**src/rtl/display_pkg.sv**
```systemverilog
// Shared encodings for the display-mode controller: mode numbers, UART command bytes
// and the millisecond divider helper.
package display_pkg;

    localparam int MODE_TEMP = 0;
    localparam int MODE_HUMI = 1;
    localparam int MODE_BOTH = 2;

    localparam logic [7:0] CH_T_UP    = 8'h54;
    localparam logic [7:0] CH_T_LO    = 8'h74;
    localparam logic [7:0] CH_H_UP    = 8'h48;
    localparam logic [7:0] CH_H_LO    = 8'h68;
    localparam logic [7:0] CH_A_UP    = 8'h41;
    localparam logic [7:0] CH_A_LO    = 8'h61;
    localparam logic [7:0] CH_R_UP    = 8'h52;
    localparam logic [7:0] CH_R_LO    = 8'h72;
    localparam logic [7:0] CH_DIGIT_0 = 8'h30;
    localparam logic [7:0] CH_DIGIT_9 = 8'h39;

    typedef struct packed {
        logic       sel_valid;
        logic [3:0] sel_mode;
        logic       toggle_auto;
    } uart_cmd_t;

    function automatic int MS_DIV(input int clk_hz);
        return clk_hz / 1000;
    endfunction

    // Range checking against NUM_MODES is left to the caller.
    function automatic uart_cmd_t decode_uart(input logic [7:0] b);
        uart_cmd_t cmd;
        cmd = '0;
        case (b)
            CH_T_UP, CH_T_LO: begin
                cmd.sel_valid = 1'b1;
                cmd.sel_mode  = 4'(MODE_TEMP);
            end
            CH_H_UP, CH_H_LO: begin
                cmd.sel_valid = 1'b1;
                cmd.sel_mode  = 4'(MODE_HUMI);
            end
            CH_A_UP, CH_A_LO: begin
                cmd.sel_valid = 1'b1;
                cmd.sel_mode  = 4'(MODE_BOTH);
            end
            CH_R_UP, CH_R_LO: begin
                cmd.toggle_auto = 1'b1;
            end
            default: begin
                if (b >= CH_DIGIT_0 && b <= CH_DIGIT_9) begin
                    cmd.sel_valid = 1'b1;
                    cmd.sel_mode  = 4'(b - CH_DIGIT_0);
                end
            end
        endcase
        return cmd;
    endfunction

endpackage

```
**src/rtl/ms_tick_gen.sv**
```systemverilog
// Free-running one-cycle pulse every CLK_HZ/1000 clocks; a divider of 1 ticks every cycle.
module ms_tick_gen
    import display_pkg::*;
#(
    parameter int CLK_HZ = 100_000_000
) (
    input  logic clk,
    input  logic rst_n,
    output logic tick
);

    localparam int DIV   = MS_DIV(CLK_HZ);
    localparam int CNT_W = (DIV > 1) ? $clog2(DIV) : 1;

    logic [CNT_W-1:0] cnt;

    always_ff @(posedge clk or negedge rst_n) begin
        if (!rst_n) begin
            cnt <= '0;
        end else if (cnt == CNT_W'(DIV - 1)) begin
            cnt <= '0;
        end else begin
            cnt <= cnt + 1'b1;
        end
    end

    assign tick = (cnt == CNT_W'(DIV - 1));

endmodule

```
**src/rtl/display_mode_ctrl.sv**
```systemverilog
// Display-mode selector with button/UART control, auto-rotate, stretched data-ready LED
// and a stale-sensor flag, all timed from a shared millisecond tick.
module display_mode_ctrl
    import display_pkg::*;
#(
    parameter int NUM_MODES  = 3,
    parameter int MODE_W     = 2,
    parameter int INIT_MODE  = 2,
    parameter int CLK_HZ     = 100_000_000,
    parameter int DWELL_MS   = 2000,
    parameter int STRETCH_MS = 100,
    parameter int STALE_MS   = 12000
) (
    input  logic              clk,
    input  logic              rst_n,
    input  logic              btn_mode,
    input  logic              btn_auto,
    input  logic [7:0]        rx_data,
    input  logic              rx_done,
    input  logic              data_ready,
    output logic [MODE_W-1:0] display_mode,
    output logic              auto_rotate,
    output logic              mode_changed,
    output logic              ready_led,
    output logic              stale
);

    localparam int DWELL_W   = $clog2(DWELL_MS + 1);
    localparam int STRETCH_W = $clog2(STRETCH_MS + 1);
    localparam int STALE_W   = $clog2(STALE_MS + 1);

    logic                 tick;
    logic                 btn_mode_q;
    logic                 btn_auto_q;
    uart_cmd_t            cmd;
    logic                 mode_edge;
    logic                 auto_edge;
    logic                 uart_sel;
    logic                 manual_evt;
    logic                 dwell_expire;
    logic                 auto_toggle;
    logic [MODE_W-1:0]    mode_step;
    logic [MODE_W-1:0]    mode_next;
    logic [DWELL_W-1:0]   dwell_cnt;
    logic [STRETCH_W-1:0] stretch_cnt;
    logic [STRETCH_W-1:0] stretch_next;
    logic [STALE_W-1:0]   silence_cnt;
    logic [STALE_W-1:0]   silence_next;

    ms_tick_gen #(
        .CLK_HZ (CLK_HZ)
    ) u_tick (
        .clk   (clk),
        .rst_n (rst_n),
        .tick  (tick)
    );

    always_ff @(posedge clk or negedge rst_n) begin
        if (!rst_n) begin
            btn_mode_q <= 1'b0;
            btn_auto_q <= 1'b0;
        end else begin
            btn_mode_q <= btn_mode;
            btn_auto_q <= btn_auto;
        end
    end

    // Selects beyond the configured mode count are treated as unknown bytes.
    always_comb begin
        cmd          = rx_done ? decode_uart(rx_data) : '0;
        mode_edge    = btn_mode & ~btn_mode_q;
        auto_edge    = btn_auto & ~btn_auto_q;
        uart_sel     = cmd.sel_valid && (int'(cmd.sel_mode) < NUM_MODES);
        manual_evt   = uart_sel | mode_edge;
        auto_toggle  = auto_edge | cmd.toggle_auto;
        dwell_expire = auto_rotate & tick & (dwell_cnt == DWELL_W'(DWELL_MS - 1));
        mode_step    = (display_mode == MODE_W'(NUM_MODES - 1)) ? '0 : display_mode + 1'b1;

        mode_next = display_mode;
        if (uart_sel) begin
            mode_next = MODE_W'(cmd.sel_mode);
        end else if (mode_edge || dwell_expire) begin
            mode_next = mode_step;
        end
    end

    always_ff @(posedge clk or negedge rst_n) begin
        if (!rst_n) begin
            display_mode <= MODE_W'(INIT_MODE);
            mode_changed <= 1'b0;
            auto_rotate  <= 1'b0;
        end else begin
            display_mode <= mode_next;
            mode_changed <= (mode_next != display_mode);
            auto_rotate  <= auto_rotate ^ auto_toggle;
        end
    end

    // Held at zero while rotation is off, so enabling it always starts a full dwell.
    always_ff @(posedge clk or negedge rst_n) begin
        if (!rst_n) begin
            dwell_cnt <= '0;
        end else if (!auto_rotate || manual_evt || dwell_expire) begin
            dwell_cnt <= '0;
        end else if (tick) begin
            dwell_cnt <= dwell_cnt + 1'b1;
        end
    end

    always_comb begin
        stretch_next = stretch_cnt;
        if (data_ready) begin
            stretch_next = STRETCH_W'(STRETCH_MS);
        end else if (tick && stretch_cnt != '0) begin
            stretch_next = stretch_cnt - 1'b1;
        end

        silence_next = silence_cnt;
        if (data_ready) begin
            silence_next = '0;
        end else if (tick && silence_cnt != STALE_W'(STALE_MS)) begin
            silence_next = silence_cnt + 1'b1;
        end
    end

    always_ff @(posedge clk or negedge rst_n) begin
        if (!rst_n) begin
            stretch_cnt <= '0;
            ready_led   <= 1'b0;
            silence_cnt <= '0;
            stale       <= 1'b0;
        end else begin
            stretch_cnt <= stretch_next;
            ready_led   <= (stretch_next != '0);
            silence_cnt <= silence_next;
            stale       <= (silence_next == STALE_W'(STALE_MS));
        end
    end

endmodule

```
**config.mk**
```make
export PLATFORM = sky130hd
export DESIGN_NAME = display_mode_ctrl
export DESIGN_NICKNAME = d
export VERILOG_FILES = /design/src/rtl/display_pkg.sv /design/src/rtl/ms_tick_gen.sv /design/src/rtl/display_mode_ctrl.sv
export SDC_FILE = /design/constraint.sdc
export NUM_CORES = 1
export LEC_CHECK = 0
export ABC_AREA = 1
export CAP_MARGIN = 20
export CORE_MARGIN = 1.5
export CORE_UTILIZATION = 50
export DETAILED_ROUTE_END_ITERATION = 6
export PLACE_DENSITY_LB_ADDON = 0.3
export SLEW_MARGIN = 0
export SYNTH_ARGS = -nofsm -noshare
export SYNTH_HDL_FRONTEND = slang
export SYNTH_SLANG_ARGS = --single-unit
```
**constraint.sdc**
```tcl
create_clock -name clk -period 1.72 [get_ports clk]
set_input_delay 0.344 -clock clk [delete_from_list [all_inputs] [get_ports clk]]
set_output_delay 0.344 -clock clk [all_outputs]
set_load 0.01 [all_outputs]
```
==> results of run 1 <==
-- layer usage --
layer,up-vias,part of all wire [%]
met5,-,0
met3,40,5.6
li1,1845,-
met1,1826,39
met4,0,2.9
met2,158,52
-- power by group through the flow --
stage	Combinational [mW]	Sequential, mW	Clock (mW)
5_1_grt	0.494	1.44	1.20
4_1_cts	0.389	1.43	1.15
3_5_place_dp	0.373	1.46	0
6_report	0.450	1.44	1.13
3_3_place_gp	0.357	1.46	0
2_1_floorplan	0.144	1.47	0
-- flip-flops by register name, indices dropped and copies added (netlist names) --
| signal | cells |
|---|---|
| display_mode | 2 |
| btn_mode_q | 1 |
| u_tick.cnt | 17 |
| mode_changed | 1 |
| silence_cnt | 14 |
| ready_led | 1 |
| btn_auto_q | 1 |
| auto_rotate | 1 |
| stale | 1 |
| dwell_cnt | 11 |
| stretch_cnt | 7 |
-- critical path, cell delays in order (launching register included) --
cell and delay, ns:
dfrtp_1 0.37, ha_2 0.22, nand2_4 0.07, nor2_4 0.11
buf_6 0.12, inv_4 0.03, nor2_4 0.11, nand3_2 0.12
nor2_4 0.17, nand2_4 0.08, nor3_4 0.22, nand2_1 0.07
nor2_1 0.10, nor3_1 0.06
-- synth_stat cells (all sizes together) --
cell type / instances
a211oi: 1
a21oi: 10
a31oi: 1
and3: 1
buf: 3
clkbuf: 2
dfrtp: 56
dfstp: 1
ha: 6
inv: 78
nand2: 135
nand3: 45
nand3b: 1
nand4: 19
nor2: 87
nor3: 10
nor3b: 3
nor4: 2
o211ai: 2
o21ai: 16
o21bai: 1
o22ai: 1
or2: 2
xnor2: 5
xor2: 12
-- area by class of cell --
type	count	area share [%]
multi-input combinational	361	40.3
clock inverter	5	0.603
timing repair buffer	126	21.2
inverter	78	5.69
tap	80	1.93
clock buffer	11	2.73
sequential	57	27.5
-- per-stage QoR --
| stage | cell area, µm² | cells | hold slack, ns | total power, mW |
|---|---|---|---|---|
| after floorplan | 3480 | 500 | 0.0484 | 1.61 |
| after global placement | 4360 | 674 | 0.370 | 1.81 |
| after detailed placement | 4360 | 674 | 0.369 | 1.83 |
| after CTS | 4800 | 705 | 0.458 | 2.97 |
| after global routing | 5180 | 718 | 0.472 | 3.13 |
| final | 5180 | 718 | 0.464 | 3.02 |
-- cell families after synthesis --
logic type	after synthesis	synth area share, %
AND/OR/NAND/NOR	305	38.1
buffers and inverters	83	9.32
flip-flops	57	41.1
AO/OA/AOI/OAI	32	5.08
XOR/XNOR	17	4.28
adder cells (fa/ha/maj)	6	2.16
-- path summary, 6_finish.rpt --
check                                  end  slack [ns]  depth (start not counted)     startpoint
min                             btn_auto_q        0.46                          1       btn_auto
max reg2reg                 u_tick.cnt[16]       -0.26                         13  u_tick.cnt[0]
max in group asynchronous  display_mode[1]        0.88                          3          rst_n
max                         u_tick.cnt[16]       -0.26                         13  u_tick.cnt[0]
min reg2reg                   dwell_cnt[9]        0.54                          2   dwell_cnt[9]
min in group asynchronous    u_tick.cnt[6]        0.52                          3          rst_n
-- timing repair --
item	4_1_cts	5_1_grt
hold buffers	1	0
endpoints found under the hold margin	13	0
resized for setup	49	94
pin swaps	16	40
setup buffers	14	16
setup endpoints to repair	41	46
cloned	0	2
==> flow_summary.toml, run 1 <==
[outcome]
outcome = "complete, but fails checks"
violations = "setup timing"

[clock_tree]
worstSkewPairLatency_ns = 0.35
cts_max_level = 3
cts_tree = "done"
max-clock-path-buffers = 2
clk_pin_slew_ns = 0.07
cts_root_buffer = "clkbuf_8"
numCtsBuffers = 9
clkSinkCount = 57

[route]
drtAntennaViolNets = 0
vias = 3869
drt_pass1_iterations = 5
via_per_inst = 5.39
routed_wl_mm = 10.4
route.detailed.drc = 0
drt_iter0_drc = 302
wl_per_cell_um = 14.5

[placement]
place_ws_ns = -0.410
place_hpwl_mm = 6.14
gp_congestion = 0.949
io_buffers = 19

[setup_path]
crit_type = "flop to flop"
startpoint_type = "flop"
cp.arrival_ns = 2.22
critPathMaxFanout = 3
end_kind = "flop"
cp_data_required_time_ns = 1.96

[floorplanning]
core_area_um2 = 6760
row_count = 30
die_w_um = 86.4
ios = 20
die_y_um = 86.4
initial_core_util_pct = 51.4
dieArea_um2 = 7460

[power]
powerDensity_nw_per_um2 = 582
clkPwrFrac_pct = 37.5
pwr-share-seq_pct = 47.6
switchingPower_uw = 864
intPower_mw = 2.15
p_comb_share_pct = 14.9
ir_drop_v = 0.000775
p_leak_nw = 2.54
swShare_pct = 28.6

[sta]
period_needed_ns = 1.98
hold_violations = 0
drv_slew = 0
finalSetupTns_ns = -3.76
rsz0062_at_grt = "true"
relSlewSlack_pct = 68.4
worst_slack_ns = -0.261
setup_viol = 29
period_share_pct = 115
max_freq_mhz = 505
final.setup_skew_ns = 0.00644
worst_pin_slew_ns = 0.471

[global_routing]
use_met3_pct = 5.71
met2_usage_pct = 45.2
grt_use_met1_pct = 30.3
grt_max_degree = 58
gr-total-overflow = 0
grt_use_total_pct = 25.7
antenna_found_initial = 0
grt_busiest_layer = "met2"
grt_pass1_wl_mm = 15.2
grt_pass1_vias = 3630

[final_layout]
drive_gt1_share_pct = 35.4
antenna_cells = 0
nNetsFinal = 653
multi_input_area_um2 = 2090
regArea_um2 = 1430
num-fill-cells = 454
area_growth_pct = 49.2
final_cell_mix = "nand2_1, buf_4, nor2_1"
final_common_cell = "nand2_1"
fin_util_pct = 76.7

[synthesis]
synthDistinctLibCells = 35
syn_nets = 520
ys_seq_area_share_pct = 41.1
synth_top_cells_by_area = "dfrtp_1, nand2_1, nor2_1, inv_1, nand3_1"
avgSynthCellArea_um2 = 6.95
netlist_instances = 500
synth_top_area_cell = "dfrtp_1"
netlist.area_leader.share_pct = 40.3
yosysWarnings = 0
ys_ff_latch = 57
synth.cell_area_um2 = 3480

[min_path]
min_path_type = "primary input to flop"

[run]
maxCapViolations = 0
Note: power is estimated with default switching activity, not from simulation.
==> inputs of run 2 (changes only) <==
--- a/config.mk
+++ b/config.mk
@@ -7,10 +7,10 @@
 export LEC_CHECK = 0
 export ABC_AREA = 1
 export CAP_MARGIN = 20
-export CORE_MARGIN = 1.5
 export CORE_UTILIZATION = 50
 export DETAILED_ROUTE_END_ITERATION = 6
-export PLACE_DENSITY_LB_ADDON = 0.3
+export GPL_TIMING_DRIVEN = 0
+export PLACE_DENSITY = 0.72
 export SLEW_MARGIN = 0
 export SYNTH_ARGS = -nofsm -noshare
 export SYNTH_HDL_FRONTEND = slang
==> run 2 against run 1 <==
Against the previous run: the run ends with DRC, hold timing, setup timing left; non-clock buffer count decreased by 72; utilization shrank 9.3 points; die area fell by 2.3%; largest power group is now clock; critical endpoint is now stale; sequential share of layout area rose by 4.0 points; critical path type unchanged.
==> flow_summary.toml, run 2 (synthesis gave the netlist of run 1 again) <==
[outcome]
outcome = "complete, but fails checks"
violations = "DRC, hold timing, setup timing"

[setup_path]
cp.arrival_ns = 2.20
crit_family = "simple AND/OR/NAND/NOR gates"
critPathMaxFanout = 7
crit_type = "flop to flop"
worst-path-stages = 12
cpMaxStageDelayCell = "dfrtp_1"
startpoint_type = "flop"
end_kind = "flop"
cp_data_required_time_ns = 1.98
cp_slowest_stage_delay_ns = 0.41
path_buf_inv = 1
cp_cell_sequence = "ha_4, nand2_4, nor2_4, nand2_2, nor2_4, buf_4, nand4_1, nand3_1, nand2_1, nor2_1, nand3_1, nor2_1"
reg2regPathDepth = 12

[power]
switchingPower_uw = 831
ir_drop_v = 0.000712
clkPwrFrac_pct = 45.5
powerDensity_nw_per_um2 = 751
p_leak_nw = 2.19
p_comb_share_pct = 12.7
pwr-share-seq_pct = 41.8
swShare_pct = 24.3
intPower_mw = 2.59

[floorplanning]
initial_core_util_pct = 51.4
row_count = 30
core_area_um2 = 6760
dieArea_um2 = 7290
die_y_um = 85.4
ios = 20
die_w_um = 85.4

[sta]
period_share_pct = 112
setup_viol = 25
max_freq_mhz = 517
final.setup_skew_ns = 0.0134
worst_pin_slew_ns = 0.605
worst_slack_ns = -0.213
hold_violations = 6
period_needed_ns = 1.93
relSlewSlack_pct = 59.7
drv_slew = 0
rsz0062_at_grt = "true"
holdWs_ns = -0.0126

[clock_tree]
ctsHoldBuffers = 0
cts_tree = "done"
numCtsBuffers = 9
clkSinkCount = 57
clk_pin_slew_ns = 0.07
cts_root_buffer = "clkbuf_8"
cts_max_level = 3
max-clock-path-buffers = 2
worstSkewPairLatency_ns = 0.34

[route]
route.detailed.drc = 1
wl_per_cell_um = 13.0
wl_met1_mm = 3.61
via_per_inst = 5.28
maxUsedRoutingLayer = "met4"
met2_length_mm = 4.16
wl_met3_um = 402
vias = 3405
routed_wl_mm = 8.39
drt_iter0_drc = 224
drt_pass1_iterations = 7
drtAntennaViolNets = 0

[global_routing]
antenna_found_initial = 0
gr-total-overflow = 0
grt_pass1_wl_mm = 13.3
grt_pass1_vias = 3111
grt_use_total_pct = 23.3
grt_max_degree = 35

[final_layout]
fin_util_pct = 67.4
antenna_cells = 0
drive_gt1_share_pct = 23.0
final_common_cell = "nand2_1"
largest_registers = "u_tick.cnt: 17 flops, silence_cnt: 14 flops, dwell_cnt: 11 flops"
largest-register = "u_tick.cnt"
num-fill-cells = 547
area_growth_pct = 31.0
nNetsFinal = 580
largest_register_ffs = 17
final_cell_mix = "nand2_1, inv_1, nor2_1"

[placement]
place_hpwl_mm = 5.48
place_ws_ns = -0.584
io_buffers = 18
gp_congestion = 0.892

[min_path]
min_path_type = "primary input to asynchronous set/reset pin"

[run]
maxCapViolations = 0
[run 2: per-layer routing]
| metal | up-vias | GRT usage, % |
|---|---|---|
| li1 | 1700 | - |
| met1 | 1570 | 27.8 |
| met2 | 110 | 40.8 |
| met3 | 25 | 3.79 |
| met4 | 0 | 11.2 |
| met5 | - | 0 |
[run 2: cell type report]
cell class	instances	area, µm²	share of cell area, %
timing repair buffer	49	425	9.34
sequential	57	1440	31.5
clock buffer	11	141	3.10
inverter	78	293	6.43
tap	80	100	2.20
buffer	5	45.0	0.989
clock inverter	5	103	2.25
multi-input combinational	360	2010	44.1
[run 2: per-stage QoR]
stage	hold WS (ns)	cell area [µm²]	instances	power (mW)	setup TNS, ns
after detailed placement	0.371	3770	599	1.79	-8.92
after floorplan	0.0484	3480	500	1.61	-0.0107
after global routing	0.0313	4550	645	3.55	-5.70
final	-0.0126	4550	645	3.42	-2.44
after global placement	0.448	3760	598	1.78	-90.26
after CTS	0.00548	4270	627	3.43	-1.93
[run 2: power groups by stage]
| stage | Clock (mW) | Sequential, mW | Combinational, mW |
|---|---|---|---|
| 5_1_grt | 1.64 | 1.44 | 0.473 |
| 3_5_place_dp | 0 | 1.45 | 0.334 |
| 6_report | 1.56 | 1.43 | 0.435 |
| 3_3_place_gp | 0 | 1.46 | 0.327 |
| 4_1_cts | 1.58 | 1.43 | 0.419 |
| 2_1_floorplan | 0 | 1.47 | 0.144 |
[run 2: path summary, 6_finish.rpt]
path                               start               to  slack (ns)
max                        u_tick.cnt[0]            stale       -0.21
min                                rst_n   u_tick.cnt[10]       -0.01
max reg2reg                u_tick.cnt[0]            stale       -0.21
min reg2reg                  auto_rotate      auto_rotate        0.54
max in group asynchronous          rst_n  display_mode[1]        1.08
min in group clk              data_ready   stretch_cnt[0]        0.40
[run 2: repair_timing]
item,in CTS,in global routing
endpoints found under the setup margin,38,46
buffers inserted,11,17
pin swaps,16,32
resized for setup,50,49
gates cloned,1,1
